## src/rtl/prescaler_arbiter.sv

```systemverilog
// Round-robin arbiter sharing one prescaler_8bit between NUM_REQ timed-interval requesters.
// Optional watchdog on stalled prescalers is enabled with `define PRESC_ARB_TIMEOUT_EN.
module prescaler_arbiter #(
    parameter int NUM_REQ   = 4,
    parameter int PER_W     = 4,
    parameter int TMO_TICKS = 512
) (
    input  logic                     clk50m,
    input  logic                     rst,
    input  logic                     en_tick,
    input  logic [NUM_REQ-1:0]       req,
    input  logic [NUM_REQ*8-1:0]     req_preval,
    input  logic [NUM_REQ*PER_W-1:0] req_periods,
    output logic [NUM_REQ-1:0]       gnt,
    output logic [NUM_REQ-1:0]       done,
    output logic [NUM_REQ-1:0]       abort,
    output logic                     busy,
    output logic [7:0]               presc_preval,
    output logic                     presc_clr,
    output logic                     presc_en,
    input  logic                     presc_cnt_zero,
    output logic                     tmo_err
);

    localparam int IDX_W = (NUM_REQ > 1) ? $clog2(NUM_REQ) : 1;

    typedef enum logic [1:0] {
        ST_IDLE = 2'd0,
        ST_LOAD = 2'd1,
        ST_RUN  = 2'd2,
        ST_DONE = 2'd3
    } state_t;

    state_t           state_r, state_s;
    logic [IDX_W-1:0] ptr_r, win_r, arb_idx_s, win_next_s;
    logic             arb_hit_s, abort_hit_s, tmo_hit_s;
    logic [PER_W-1:0] target_r, per_cnt_r, periods_sel_s;
    logic [7:0]       preval_sel_s;

    function automatic logic [NUM_REQ-1:0] idx_onehot(input logic [IDX_W-1:0] idx);
        idx_onehot = {{(NUM_REQ-1){1'b0}}, 1'b1} << idx;
    endfunction

    // Pick the first requester after the pointer, with wrap, and select its settings
    always_comb begin
        int cand;
        arb_hit_s = 1'b0;
        arb_idx_s = ptr_r;
        cand      = 0;
        for (int i = 1; i <= NUM_REQ; i++) begin
            cand = int'(ptr_r) + i;
            if (cand >= NUM_REQ) begin
                cand = cand - NUM_REQ;
            end else begin
                cand = cand;
            end
            if (!arb_hit_s && req[cand]) begin
                arb_hit_s = 1'b1;
                arb_idx_s = IDX_W'(cand);
            end else begin
                arb_hit_s = arb_hit_s;
            end
        end
        preval_sel_s  = req_preval[int'(arb_idx_s)*8 +: 8];
        periods_sel_s = req_periods[int'(arb_idx_s)*PER_W +: PER_W];
        if (state_r == ST_IDLE) begin
            win_next_s = arb_idx_s;
        end else begin
            win_next_s = win_r;
        end
    end

    // Next-state logic; a completing cnt_zero takes priority over abort and timeout
    always_comb begin
        state_s     = state_r;
        abort_hit_s = 1'b0;
        case (state_r)
            ST_IDLE: begin
                if (arb_hit_s) begin
                    state_s = ST_LOAD;
                end else begin
                    state_s = ST_IDLE;
                end
            end
            ST_LOAD: begin
                if (!req[win_r]) begin
                    state_s     = ST_IDLE;
                    abort_hit_s = 1'b1;
                end else begin
                    state_s = ST_RUN;
                end
            end
            ST_RUN: begin
                if (presc_cnt_zero && ((per_cnt_r + {{(PER_W-1){1'b0}}, 1'b1}) == target_r)) begin
                    state_s = ST_DONE;
                end else if (!req[win_r] || tmo_hit_s) begin
                    state_s     = ST_IDLE;
                    abort_hit_s = 1'b1;
                end else begin
                    state_s = ST_RUN;
                end
            end
            ST_DONE: state_s = ST_IDLE;
            default: state_s = ST_IDLE;
        endcase
    end

    assign presc_en = (state_r == ST_RUN) & en_tick;

    // State, arbitration bookkeeping and registered outputs
    always_ff @(posedge clk50m or posedge rst) begin
        if (rst) begin
            state_r      <= ST_IDLE;
            ptr_r        <= IDX_W'(NUM_REQ - 1);
            win_r        <= '0;
            target_r     <= '0;
            per_cnt_r    <= '0;
            presc_preval <= 8'h00;
            gnt          <= '0;
            done         <= '0;
            abort        <= '0;
            busy         <= 1'b0;
            presc_clr    <= 1'b0;
        end else begin
            state_r <= state_s;
            if ((state_r == ST_IDLE) && arb_hit_s) begin
                win_r        <= arb_idx_s;
                ptr_r        <= arb_idx_s;
                presc_preval <= preval_sel_s;
                target_r     <= (periods_sel_s == '0) ? {{(PER_W-1){1'b0}}, 1'b1} : periods_sel_s;
            end
            if (state_r == ST_LOAD) begin
                per_cnt_r <= '0;
            end else if ((state_r == ST_RUN) && presc_cnt_zero) begin
                per_cnt_r <= per_cnt_r + {{(PER_W-1){1'b0}}, 1'b1};
            end
            gnt       <= (state_s != ST_IDLE) ? idx_onehot(win_next_s) : '0;
            done      <= (state_s == ST_DONE) ? idx_onehot(win_r) : '0;
            abort     <= abort_hit_s ? idx_onehot(win_r) : '0;
            busy      <= (state_s != ST_IDLE);
            presc_clr <= (state_s == ST_LOAD);
        end
    end

`ifdef PRESC_ARB_TIMEOUT_EN
    localparam int WD_W = $clog2(TMO_TICKS + 1);
    logic [WD_W-1:0] wdog_r;

    assign tmo_hit_s = (state_r == ST_RUN) && en_tick && !presc_cnt_zero
                       && (wdog_r == WD_W'(TMO_TICKS - 1));

    // Watchdog counts enable ticks between terminal counts; error is sticky until reset
    always_ff @(posedge clk50m or posedge rst) begin
        if (rst) begin
            wdog_r  <= '0;
            tmo_err <= 1'b0;
        end else begin
            if ((state_r == ST_LOAD) || presc_cnt_zero) begin
                wdog_r <= '0;
            end else if ((state_r == ST_RUN) && en_tick) begin
                wdog_r <= wdog_r + {{(WD_W-1){1'b0}}, 1'b1};
            end
            if (tmo_hit_s && (state_s == ST_IDLE)) begin
                tmo_err <= 1'b1;
            end
        end
    end
`else
    assign tmo_hit_s = 1'b0;
    assign tmo_err   = 1'b0;
`endif

endmodule

```

## config.mk

```make
export PLATFORM = sky130hd
export DESIGN_NAME = prescaler_arbiter
export DESIGN_NICKNAME = d
export VERILOG_FILES = /design/src/rtl/prescaler_arbiter.sv
export SDC_FILE = /design/constraint.sdc
export NUM_CORES = 1
export LEC_CHECK = 0
export BUFFER_PORTS_ARGS = -buffer_cell sky130_fd_sc_hd__buf_4
export CAP_MARGIN = 20
export CORE_ASPECT_RATIO = 0.6
export CORE_MARGIN = 5
export CORE_UTILIZATION = 54
export CTS_BUF_LIST = sky130_fd_sc_hd__clkbuf_8
export CTS_CLUSTER_DIAMETER = 80
export DETAILED_ROUTE_END_ITERATION = 6
export PLACE_DENSITY = 0.88
export SYNTH_ARGS = -nofsm -noshare
export SYNTH_HDL_FRONTEND = slang
export SYNTH_SLANG_ARGS = --single-unit
```

## constraint.sdc

```tcl
create_clock -name clk50m -period 4.3 [get_ports clk50m]
set_input_delay 0.215 -clock clk50m [delete_from_list [all_inputs] [get_ports clk50m]]
set_output_delay 0.215 -clock clk50m [all_outputs]
set_load 0.1 [all_outputs]
```

== Yosys cells after proc, flatten, opt, wreduce, memory -nomap -nowiden ==
Cells that the tools add are included.

* Add/sub/neg operators: 9
* Magnitude comparators: 9
* Eq/ne operators: 6
* Shift-type cells: 4
* Mux-type cells: 40
* Bitwise operators: 1
* Reductions and logical operators: 13

{| class="wikitable"
|+ Operator list
! cell !! count
|-
| 32-bit by 4-bit less-than comparator with 1-bit output, second input constant || 4
|-
| 32-bit 2-to-1 mux || 4
|-
| 32-bit by 6-bit variable part select with 8-bit output || 1
|-
| 4-bit 2-to-1 mux || 6
|-
| 1-bit 2-to-1 mux || 16
|-
| 16-bit by 5-bit variable part select with 4-bit output || 1
|-
| 2-bit 2-to-1 mux || 7
|-
| 3-bit by 3-bit subtractor with 4-bit output, second input constant || 3
|-
| 1-bit binary-select mux with 2-bit select || 5
|-
| 3-bit >= comparator, second input constant || 3
|-
| 2-bit one-hot mux with 4 select lines || 1
|-
| 1-bit by 2-bit left shift with 4-bit output, first input constant || 2
|-
| 2-bit by 2-bit adder with 3-bit output, second input constant || 2
|-
| 2-bit == test, second input constant || 3
|-
| 1-bit logical AND || 6
|-
| 4-bit by 3-bit subtractor with 5-bit output, second input constant || 1
|-
| 2-bit by 3-bit adder with 4-bit output, second input constant || 1
|-
| 4-bit by 1-bit adder with 4-bit output, second input constant || 1
|-
| 2-bit by 1-bit == test with 1-bit output, second input constant || 2
|-
| 4-bit == test || 1
|-
| 4-bit by 3-bit >= comparator with 1-bit output, second input constant || 1
|-
| 4-bit zero test || 1
|-
| 2-bit nonzero test || 2
|-
| 2-bit by 1-bit adder with 3-bit output, second input constant || 1
|-
| 5 further kinds || 7
|}

* Register bits: 36
* Bits of input ports: 56
* Output and inout port bits: 24

== Depth between registers and ports, before layout ==
Gate-level depths: netlist of run 1.

* Depth after elaboration: 20
* Gate-level depth with buffers: 8
* Mapped depth without buffers: 7

== Least setup slack after synthesis of run 1 ==
No wires, ideal clock.

* Path kind: reg2reg
* Start point: register ptr_r[1]
* End point: register target_r[0]
* Setup time: 0.124 ns
* Arrival time: 1.843 ns
* Required time: 4.176 ns
* Setup slack: 2.333 ns
* Stages on the path, launching flop included: 9
* Period minus slack after synthesis: 1.967 ns
* Cell sequence: dfstp_2 buf_4 mux2i_1 a221oi_2 buf_6 a21oi_1 a22oi_1 nor4_1 a211o_1

* Longest elaborated chain between the ends: 19

{| class="wikitable"
|+ Ends and longest elaborated chain
! element !! RTL line !! text
|-
| from (decl) || 35 || <nowiki>logic [IDX_W-1:0] ptr_r, win_r, arb_idx_s, win_next_s;</nowiki>
|-
| from (signal assigned) || 114 || <nowiki>ptr_r <= IDX_W'(NUM_REQ - 1);</nowiki>
|-
| from (signal assigned) || 128 || <nowiki>ptr_r <= arb_idx_s;</nowiki>
|-
| 2-bit by 1-bit adder with 3-bit output || 51 || <nowiki>cand = int'(ptr_r) + i;</nowiki>
|-
| 3-bit by 3-bit subtractor with 4-bit output or 3-bit >= comparator (tied branches) || 53, 52 ||
|-
| 32-bit 2-to-1 mux || 52 || <nowiki>if (cand >= NUM_REQ) begin</nowiki>
|-
| 1-bit binary-select mux with 2-bit select || 57 || <nowiki>if (!arb_hit_s && req[cand]) begin</nowiki>
|-
| 1-bit 2-to-1 mux (not written as such) (2 in a row) || 57 ||
|-
| 1-bit 2-to-1 mux || 57 ||
|-
| 1-bit zero test || 57 ||
|-
| 1-bit logical AND || 57 ||
|-
| [... 2 more ...] || n/a ||
|-
| 1-bit logical AND || 57 ||
|-
| 1-bit 2-to-1 mux || 57 ||
|-
| 1-bit zero test || 57 ||
|-
| 1-bit logical AND || 57 ||
|-
| 2-bit 2-to-1 mux || 57 ||
|-
| 16-bit by 5-bit variable part select with 4-bit output || 65 || <nowiki>periods_sel_s = req_periods[int'(arb_idx_s)*PER_W +: PER_W];</nowiki>
|-
| 4-bit zero test || 130 || <nowiki>target_r <= (periods_sel_s == '0) ? {{(PER_W-1){1'b0}}, 1'b1} : periods_sel_s;</nowiki>
|-
| 4-bit 2-to-1 mux || 130 ||
|-
| to (signal assigned) || 130 ||
|-
| to (decl) || 37 || <nowiki>logic [PER_W-1:0] target_r, per_cnt_r, periods_sel_s;</nowiki>
|}

Parallel ways exist; a longest one is shown, timed or not. The select of a mux whose other input is x is not followed.
A chain may end at the register's enable or synchronous reset.

== Worst setup path after layout of run 1 ==
* Start point: register ptr_r[1]
* End point: register presc_preval[1]

* Longest elaborated chain between the ends: 17

{| class="wikitable"
|+ Ends and longest elaborated chain
! element !! RTL line !! text
|-
| 2-bit by 1-bit adder with 3-bit output || 51 ||
|-
| 3-bit by 3-bit subtractor with 4-bit output or 3-bit >= comparator (tied branches) || 53, 52 ||
|-
| 32-bit 2-to-1 mux || 52 ||
|-
| 1-bit binary-select mux with 2-bit select || 57 ||
|-
| 1-bit 2-to-1 mux (not written as such) (2 in a row) || 57 ||
|-
| 1-bit 2-to-1 mux || 57 ||
|-
| 1-bit zero test || 57 ||
|-
| 1-bit logical AND || 57 ||
|-
| 1-bit 2-to-1 mux || 57 ||
|-
| 1-bit zero test || 57 ||
|-
| 1-bit logical AND || 57 ||
|-
| 1-bit 2-to-1 mux || 57 ||
|-
| 1-bit zero test || 57 ||
|-
| 1-bit logical AND || 57 ||
|-
| 2-bit 2-to-1 mux or 1-bit 2-to-1 mux (tied branches) || 57 ||
|-
| 32-bit by 6-bit variable part select with 8-bit output or 1-bit logical AND (tied branches) || 64, 126 ||
|-
| to (signal assigned) || 129 || <nowiki>presc_preval <= preval_sel_s;</nowiki>
|-
| to (decl) || 18 || <nowiki>output logic [7:0] presc_preval,</nowiki>
|}

Parallel ways exist; a longest one is shown, timed or not. The select of a mux whose other input is x is not followed.

==> results of run 1 <==
[sequential cells by signal (all words and copies together), names as in the netlist]
register,count
ptr_r,2
presc_clr,1
state_r,2
gnt,4
presc_preval,8
target_r,4
win_r,2
done,4
abort,4
busy,1
per_cnt_r,4
[final timing paths]
check / from / endpoint / slack, ns
worst max-delay path: ptr_r[1]$_DFFE_PP1P_ / presc_preval[1]$_DFFE_PP0P_ / 1.57
worst min-delay path: rst / target_r[1]$_DFFE_PP0P_ / 0.02
worst min register to register: presc_preval[6]$_DFFE_PP0P_ / presc_preval[6]$_DFFE_PP0P_ / 0.48
worst max register to register: ptr_r[1]$_DFFE_PP1P_ / presc_preval[1]$_DFFE_PP0P_ / 1.57
max in group asynchronous: rst / ptr_r[1]$_DFFE_PP1P_ / 3.92
min in group clk50m: presc_cnt_zero / per_cnt_r[1]$_DFFE_PP0P_ / 0.21
[worst reg2reg max path, delay by kind of cell (launching register included)]
kind | cells | cell delay, ns
buffers and inverters | 1 | 0.39
and+or+nand+nor | 1 | 0.08
muxes | 1 | 0.13
DFF | 1 | 0.59
AOI/OAI and AO/OA | 4 | 1.44
[layout by cell type (no fill, tap or decap), drive strengths merged, types with 6 or more instances in the layout]
cell type / synthesis / final
clkbuf: 4 / 6
mux2i: 17 / 17
nor2: 17 / 17
a21oi: 8 / 8
inv: 6 / 7
buf: 8 / 80
a211oi: 18 / 18
nand2: 19 / 19
a21o: 11 / 11
dfrtp: 34 / 34
nor2b: 10 / 10
[through the flow]
stage | total power [uW] | utilization [%] | area [um2]
after global routing | 2340 | 74.2 | 2700
after floorplan | 1680 | - | 2010
final | 2200 | 74.2 | 2700
after global placement | 1920 | 71.6 | 2610
after detailed placement | 1960 | 71.6 | 2610
after CTS | 2220 | 74.2 | 2700
[cell type report]
type	count	area (um2)
clock buffers	6	82.6
multi-input cells	147	1020
clock inverters	2	11.3
repair buffers	80	601
flip-flops and latches	36	903
fillers	269	938
well taps	47	58.8
inverters	6	22.5
[kinds of logic (layout without fill, tap and decap cells)]
logic type,count (synthesis),after routing,synth area share [%]
AOI/OAI and AO/OA,46,46,17.0
xor gates and xnor gates,8,8,3.48
adders and majority gates,5,5,3.11
buffers and inverters,18,94,4.97
DFF,36,36,44.9
muxes,18,18,9.58
other,1,1,0.186
and+or+nand+nor,69,69,16.8
[power breakdown]
group / internal, uW / switching, uW
combinational: 429 / 962
clock: 128 / 124
sequential: 469 / 89.3
total: 1030 / 1180
[routing by layer]
layer  up-vias  track usage (%)  wire length, um
met5         -                0                0
li1        849                -                -
met2        63             32.3             2230
met4         0             8.19               45
met1       780             26.8             2240
met3         5             6.93              491
==> impl_metrics.py, run 1 <==
metrics = {
    "status": {
        "status": "finished clean",
    },
    "clock_network": {
        "clk_latency_ns": 0.30,
        "path_clk_slew_ns": 0.08,
        "clock_path_buffers": 2,
        "clockRootBuffer": "clkbuf_8",
        "cts_sinks": 36,
        "cts_buffers": 5,
        "cts_hold_buf": 0,
        "cts_setup_buffers": 0,
        "htreeDepth": 2,
        "cts_tree": "built",
        "cts_resized": 0,
    },
    "worst_setup_path": {
        "required_ns": 4.48,
        "worst-path-stages": 7,
        "cp_slowest_cell": "a221oi_4",
        "cp_common_cell": "a211oi_1",
        "max_stage_delay_ns": 0.89,
        "worstPathCellList": "mux2i_1, a221oi_4, buf_4, nor2b_1, a211oi_1, a211oi_1, a21o_1",
        "rr_worst_depth": 7,
        "cp_top_family": "compound AO/OA/AOI/OAI gates",
        "critPathKind": "register to register",
        "startpoint_type": "register",
        "worstPathMaxFanout": 22,
        "arrival_ns": 2.91,
        "crit_buf_inv": 1,
        "endpoint_kind": "register",
    },
    "logic_synthesis": {
        "yosysMostFrequentCell": "dfrtp_1",
        "syn_nets": 262,
        "synth_edf_count": 0,
        "synth_area_per_cell_um2": 10.0,
        "syn_area_mm2": 0.00201,
        "ys_top_cells_by_area": "dfrtp_1, mux2i_1, a211oi_1",
        "yosysUniqueCellTypes": 37,
        "synthArstFlopShare_pct": 100,
        "ys.flop_type": "dfrtp_1",
        "synth_seq_area_share_pct": 44.9,
        "synth_seq_cells": 36,
        "synth_area_leader_cell": "dfrtp_1",
        "synthesis.instances": 201,
        "synth.top_cell.area_share_pct": 42.3,
        "ys_warn_count": 0,
        "synth_common_cells": "dfrtp_1, nand2_1, a211oi_1, mux2i_1, nor2_1",
    },
    "pwr": {
        "power.leakage_uw": 0.00139,
        "p_per_area_mw_per_mm2": 816,
        "ir_worst_vdd_uv": 765,
    },
    "timing": {
        "setup-tns-final_ns": 0,
        "drv_slew": 0,
        "fin_crit_sh_pct": 63.5,
        "worst_pin_slew_ns": 1.03,
        "hold_viol": 0,
        "fmax_mhz": 366,
        "whs_ns": 0.0213,
        "relSlewSlack_pct": 31.1,
        "final.min_clock_period_ns": 2.73,
        "setup_violations": 0,
        "rsz0062_at_grt": "no",
        "post-route-worst-setup-slack_ns": 1.57,
        "final.setup_skew_ns": 0.0113,
    },
    "detailed_routing": {
        "vias": 1697,
        "wl_um": 5010,
        "ant_nets": 0,
        "post_drt_wl_per_cell_um": 15.5,
        "drtIter0Drc": 59,
        "first_pass_iters": 4,
        "drt-vias-per-instance": 5.24,
        "drc_errors": 0,
    },
    "die": {
        "die_h_um": 57.3,
        "core_mm2": 0.00364,
        "start_util_pct": 55.3,
        "ios": 80,
        "dieArea_mm2": 0.00509,
        "rows": 17,
        "die_w_um": 88.8,
    },
    "grt": {
        "grt_max_degree": 37,
        "grt_usage_pct": 20.8,
        "grt_pass1_vias": 1875,
        "grt-ovfl-total": 0,
        "antenna_found_initial": 0,
        "grt_pass1_wl_um": 8160,
    },
    "placement": {
        "numPortBuffers": 78,
        "dpl.cell_count": 316,
        "gp_congestion": 0.847,
        "dpl_worst_slack_ns": 1.57,
        "place_hpwl_um": 3730,
    },
    "cells_and_area": {
        "final_nets": 337,
        "post_route_cells_drive_above_1_share_pct": 33.6,
        "final_cells": 324,
        "antenna_cells": 0,
        "syn2layout_area_growth_pct": 34.1,
    },
    "worst_hold_path": {
        "hp-class": "input pin to async pin",
    },
    "job": {
        "max_cap_viol_count": 0,
    },
}
Power figures use the tool's default switching activity.
==> inputs of run 2 (changes only) <==
--- a/config.mk
+++ b/config.mk
@@ -5,15 +5,16 @@
 export SDC_FILE = /design/constraint.sdc
 export NUM_CORES = 1
 export LEC_CHECK = 0
+export ABC_AREA = 1
 export BUFFER_PORTS_ARGS = -buffer_cell sky130_fd_sc_hd__buf_4
 export CAP_MARGIN = 20
 export CORE_ASPECT_RATIO = 0.6
 export CORE_MARGIN = 5
-export CORE_UTILIZATION = 54
+export CORE_UTILIZATION = 47
 export CTS_BUF_LIST = sky130_fd_sc_hd__clkbuf_8
 export CTS_CLUSTER_DIAMETER = 80
 export DETAILED_ROUTE_END_ITERATION = 6
-export PLACE_DENSITY = 0.88
+export PLACE_DENSITY = 0.79
 export SYNTH_ARGS = -nofsm -noshare
 export SYNTH_HDL_FRONTEND = slang
 export SYNTH_SLANG_ARGS = --single-unit
==> constraint.sdc (replaced) <==
create_clock -name clk50m -period 2.3 [get_ports clk50m]
set_input_delay 0.115 -clock clk50m [delete_from_list [all_inputs] [get_ports clk50m]]
set_output_delay 0.115 -clock clk50m [all_outputs]
set_load 0.1 [all_outputs]
==> run 2 against run 1 <==
Net effect: sequential share of layout area decreased by 3.4 points; critical path type unchanged; critical path depth is 7 higher; largest cell class unchanged; non-clock buffer count up 2; die area increased by 27%.
==> impl_metrics.py, run 2 <==
metrics = {
    "status": {
        "status": "finished clean",
    },
    "detailed_routing": {
        "vias": 2212,
        "drtIter0Drc": 134,
        "wl_um": 5780,
        "ant_nets": 0,
        "drc_errors": 0,
        "post_drt_wl_per_cell_um": 12.9,
        "drt-vias-per-instance": 4.95,
        "first_pass_iters": 4,
    },
    "worst_setup_path": {
        "critPathKind": "register to register",
        "setup.worst_path.end": "target_r[0]$_DFFE_PP0P_",
        "arrival_ns": 2.33,
        "cp_common_cell": "nand2_1",
        "rr_worst_depth": 14,
        "startpoint_type": "register",
        "required_ns": 2.51,
        "worstPathCellList": "inv_8, nand2_2, nand3_1, nand2_2, nand2_8, nand2_1, nand2_1, nand2_2, nand2_4, inv_4, nand2_1, nand2_1, nand3_2, a21oi_2",
        "worstPathMaxFanout": 14,
        "crit_start": "ptr_r[0]$_DFFE_PP1P_",
        "r2r_end": "target_r[0]$_DFFE_PP0P_",
        "max_stage_delay_ns": 0.71,
        "cp_slowest_cell": "dfstp_4",
        "r2r_setup_slack_ns": 0.18,
        "rr_startpoint": "ptr_r[0]$_DFFE_PP1P_",
        "endpoint_kind": "register",
    },
    "cells_and_area": {
        "final_nets": 444,
        "antenna_cells": 0,
        "fillerInstances": 412,
        "largest_register": "presc_preval",
        "post_route_cells_drive_above_1_share_pct": 33.1,
        "largest_register_ffs": 8,
        "final_common_cell": "nand2_1",
        "syn2layout_area_growth_pct": 30.8,
        "final_cell_mix": "nand2_1, buf_4, nand3_1, dfrtp_1, inv_1",
    },
    "logic_synthesis": {
        "synth_common_cells": "nand2_1, nand3_1, dfrtp_1, inv_1, nand2_2",
        "yosysUniqueCellTypes": 31,
        "ys_warn_count": 0,
        "synth_edf_count": 0,
        "ys.flop_type": "dfrtp_1",
        "syn_nets": 367,
        "synthesis.instances": 306,
        "syn_area_mm2": 0.00231,
        "yosysMostFrequentCell": "nand2_1",
        "synth_area_per_cell_um2": 7.54,
        "ys_top_cells_by_area": "dfrtp_1, nand2_1, nand3_1",
        "synth_seq_cells": 36,
        "synth_area_leader_cell": "dfrtp_1",
        "synthArstFlopShare_pct": 100,
        "synth.top_cell.area_share_pct": 36.9,
        "synth_seq_area_share_pct": 39.2,
    },
    "die": {
        "dieArea_mm2": 0.00645,
        "die_h_um": 64.3,
        "start_util_pct": 49.5,
        "ios": 80,
        "core_mm2": 0.00466,
        "rows": 19,
        "die_w_um": 100,
    },
    "timing": {
        "rsz0062_at_grt": "no",
        "final.setup_skew_ns": 0.00431,
        "worst_pin_slew_ns": 0.505,
        "final.min_clock_period_ns": 2.12,
        "relSlewSlack_pct": 66.3,
        "fin_crit_sh_pct": 92.2,
        "hold_viol": 0,
        "fmax_mhz": 471,
        "setup_violations": 0,
        "drv_slew": 0,
        "post-route-worst-setup-slack_ns": 0.179,
        "setup-tns-final_ns": 0,
    },
    "clock_network": {
        "clk_latency_ns": 0.28,
        "cts_buffers": 5,
        "clockRootBuffer": "clkbuf_8",
        "path_clk_slew_ns": 0.07,
        "htreeDepth": 2,
        "cts_tree": "built",
        "cts_sinks": 36,
        "clock_path_buffers": 2,
    },
    "worst_hold_path": {
        "hp-class": "input pin to register",
    },
    "grt": {
        "antenna_found_initial": 0,
        "grt-ovfl-total": 0,
        "grt_max_degree": 37,
        "grt_pass1_vias": 2126,
        "grt_usage_pct": 18.7,
        "grt_pass1_wl_um": 9780,
    },
    "placement": {
        "numPortBuffers": 78,
        "dpl_worst_slack_ns": 0.130,
        "place_hpwl_um": 4640,
        "gp_congestion": 0.860,
    },
    "job": {
        "max_cap_viol_count": 0,
    },
}
## run 2: cell type report
type                            count  area, um2  share of cell area [%]
Timing Repair Buffer               82        618                    20.5
Multi-Input combinational cell    231       1200                    39.9
Sequential cell                    36        907                    30.1
Clock inverter                      2       11.3                   0.373
Tap cell                           63       78.8                    2.61
Inverter                           27        116                    3.86
Clock buffer                        6       82.6                    2.74
## run 2: kinds of logic after synthesis
| logic type | after synthesis | synth area share (%) |
|---|---|---|
| fa+ha+maj | 5 | 2.71 |
| flops | 36 | 39.2 |
| compound gates | 19 | 4.40 |
| simple gates | 201 | 43.0 |
| buf+inv | 39 | 8.68 |
| other cells | 1 | 0.163 |
| xor+xnor | 5 | 1.90 |
## run 2: worst min path at each step
stage | startpoint | to | slack (ns) | depth (start not counted)
2_1_floorplan | rst | abort[0]$_DFF_PP0_ | 0.28 | 1
3_3_place_gp | rst | per_cnt_r[3]$_DFFE_PP0P_ | 0.25 | 3
3_5_place_dp | rst | presc_preval[6]$_DFFE_PP0P_ | 0.25 | 3
4_1_cts | req_preval[18] | presc_preval[2]$_DFFE_PP0P_ | 0.16 | 5
5_1_grt | req_preval[5] | presc_preval[5]$_DFFE_PP0P_ | 0.18 | 5
6_report | req_preval[24] | presc_preval[0]$_DFFE_PP0P_ | 0.16 | 5
## run 2: metal layers
layer | share of wire [%] | vias up | GRT usage (%)
met2 | 45 | 74 | 27.9
met5 | 0 | - | 0
met4 | 0.55 | 0 | 4.87
met3 | 6.8 | 4 | 3.91
li1 | - | 1130 | -
met1 | 47 | 1004 | 27.5
## run 2: per-stage QoR
step           utilization [%]  cells  area (um2)  hold slack [ns]
3_5_place_dp              62.4    438        2910            0.249
6_report                  64.7    447        3020            0.163
4_1_cts                   64.6    447        3010            0.157
5_1_grt                   64.7    447        3020            0.182
2_1_floorplan                -    306        2310            0.281
3_3_place_gp              62.4    438        2910            0.249
## run 2: repair_timing
item | in CTS | in global routing
setup endpoints to repair | 0 | 5
hold buffers | 1 | 0
setup buffers | 0 | 0
resized for setup | 0 | 3
hold endpoints to repair | 34 | 0
## run 2: critical path: cells and delay by family (launching register included)
family          cells  cell delay [ns]
simple gates       11             0.97
flops               1             0.71
buf+inv             2             0.23
compound gates      1             0.12
Power of run 2 is not shown: default switching activity piles up to over one toggle a cycle in this logic, so the estimate is an artifact.
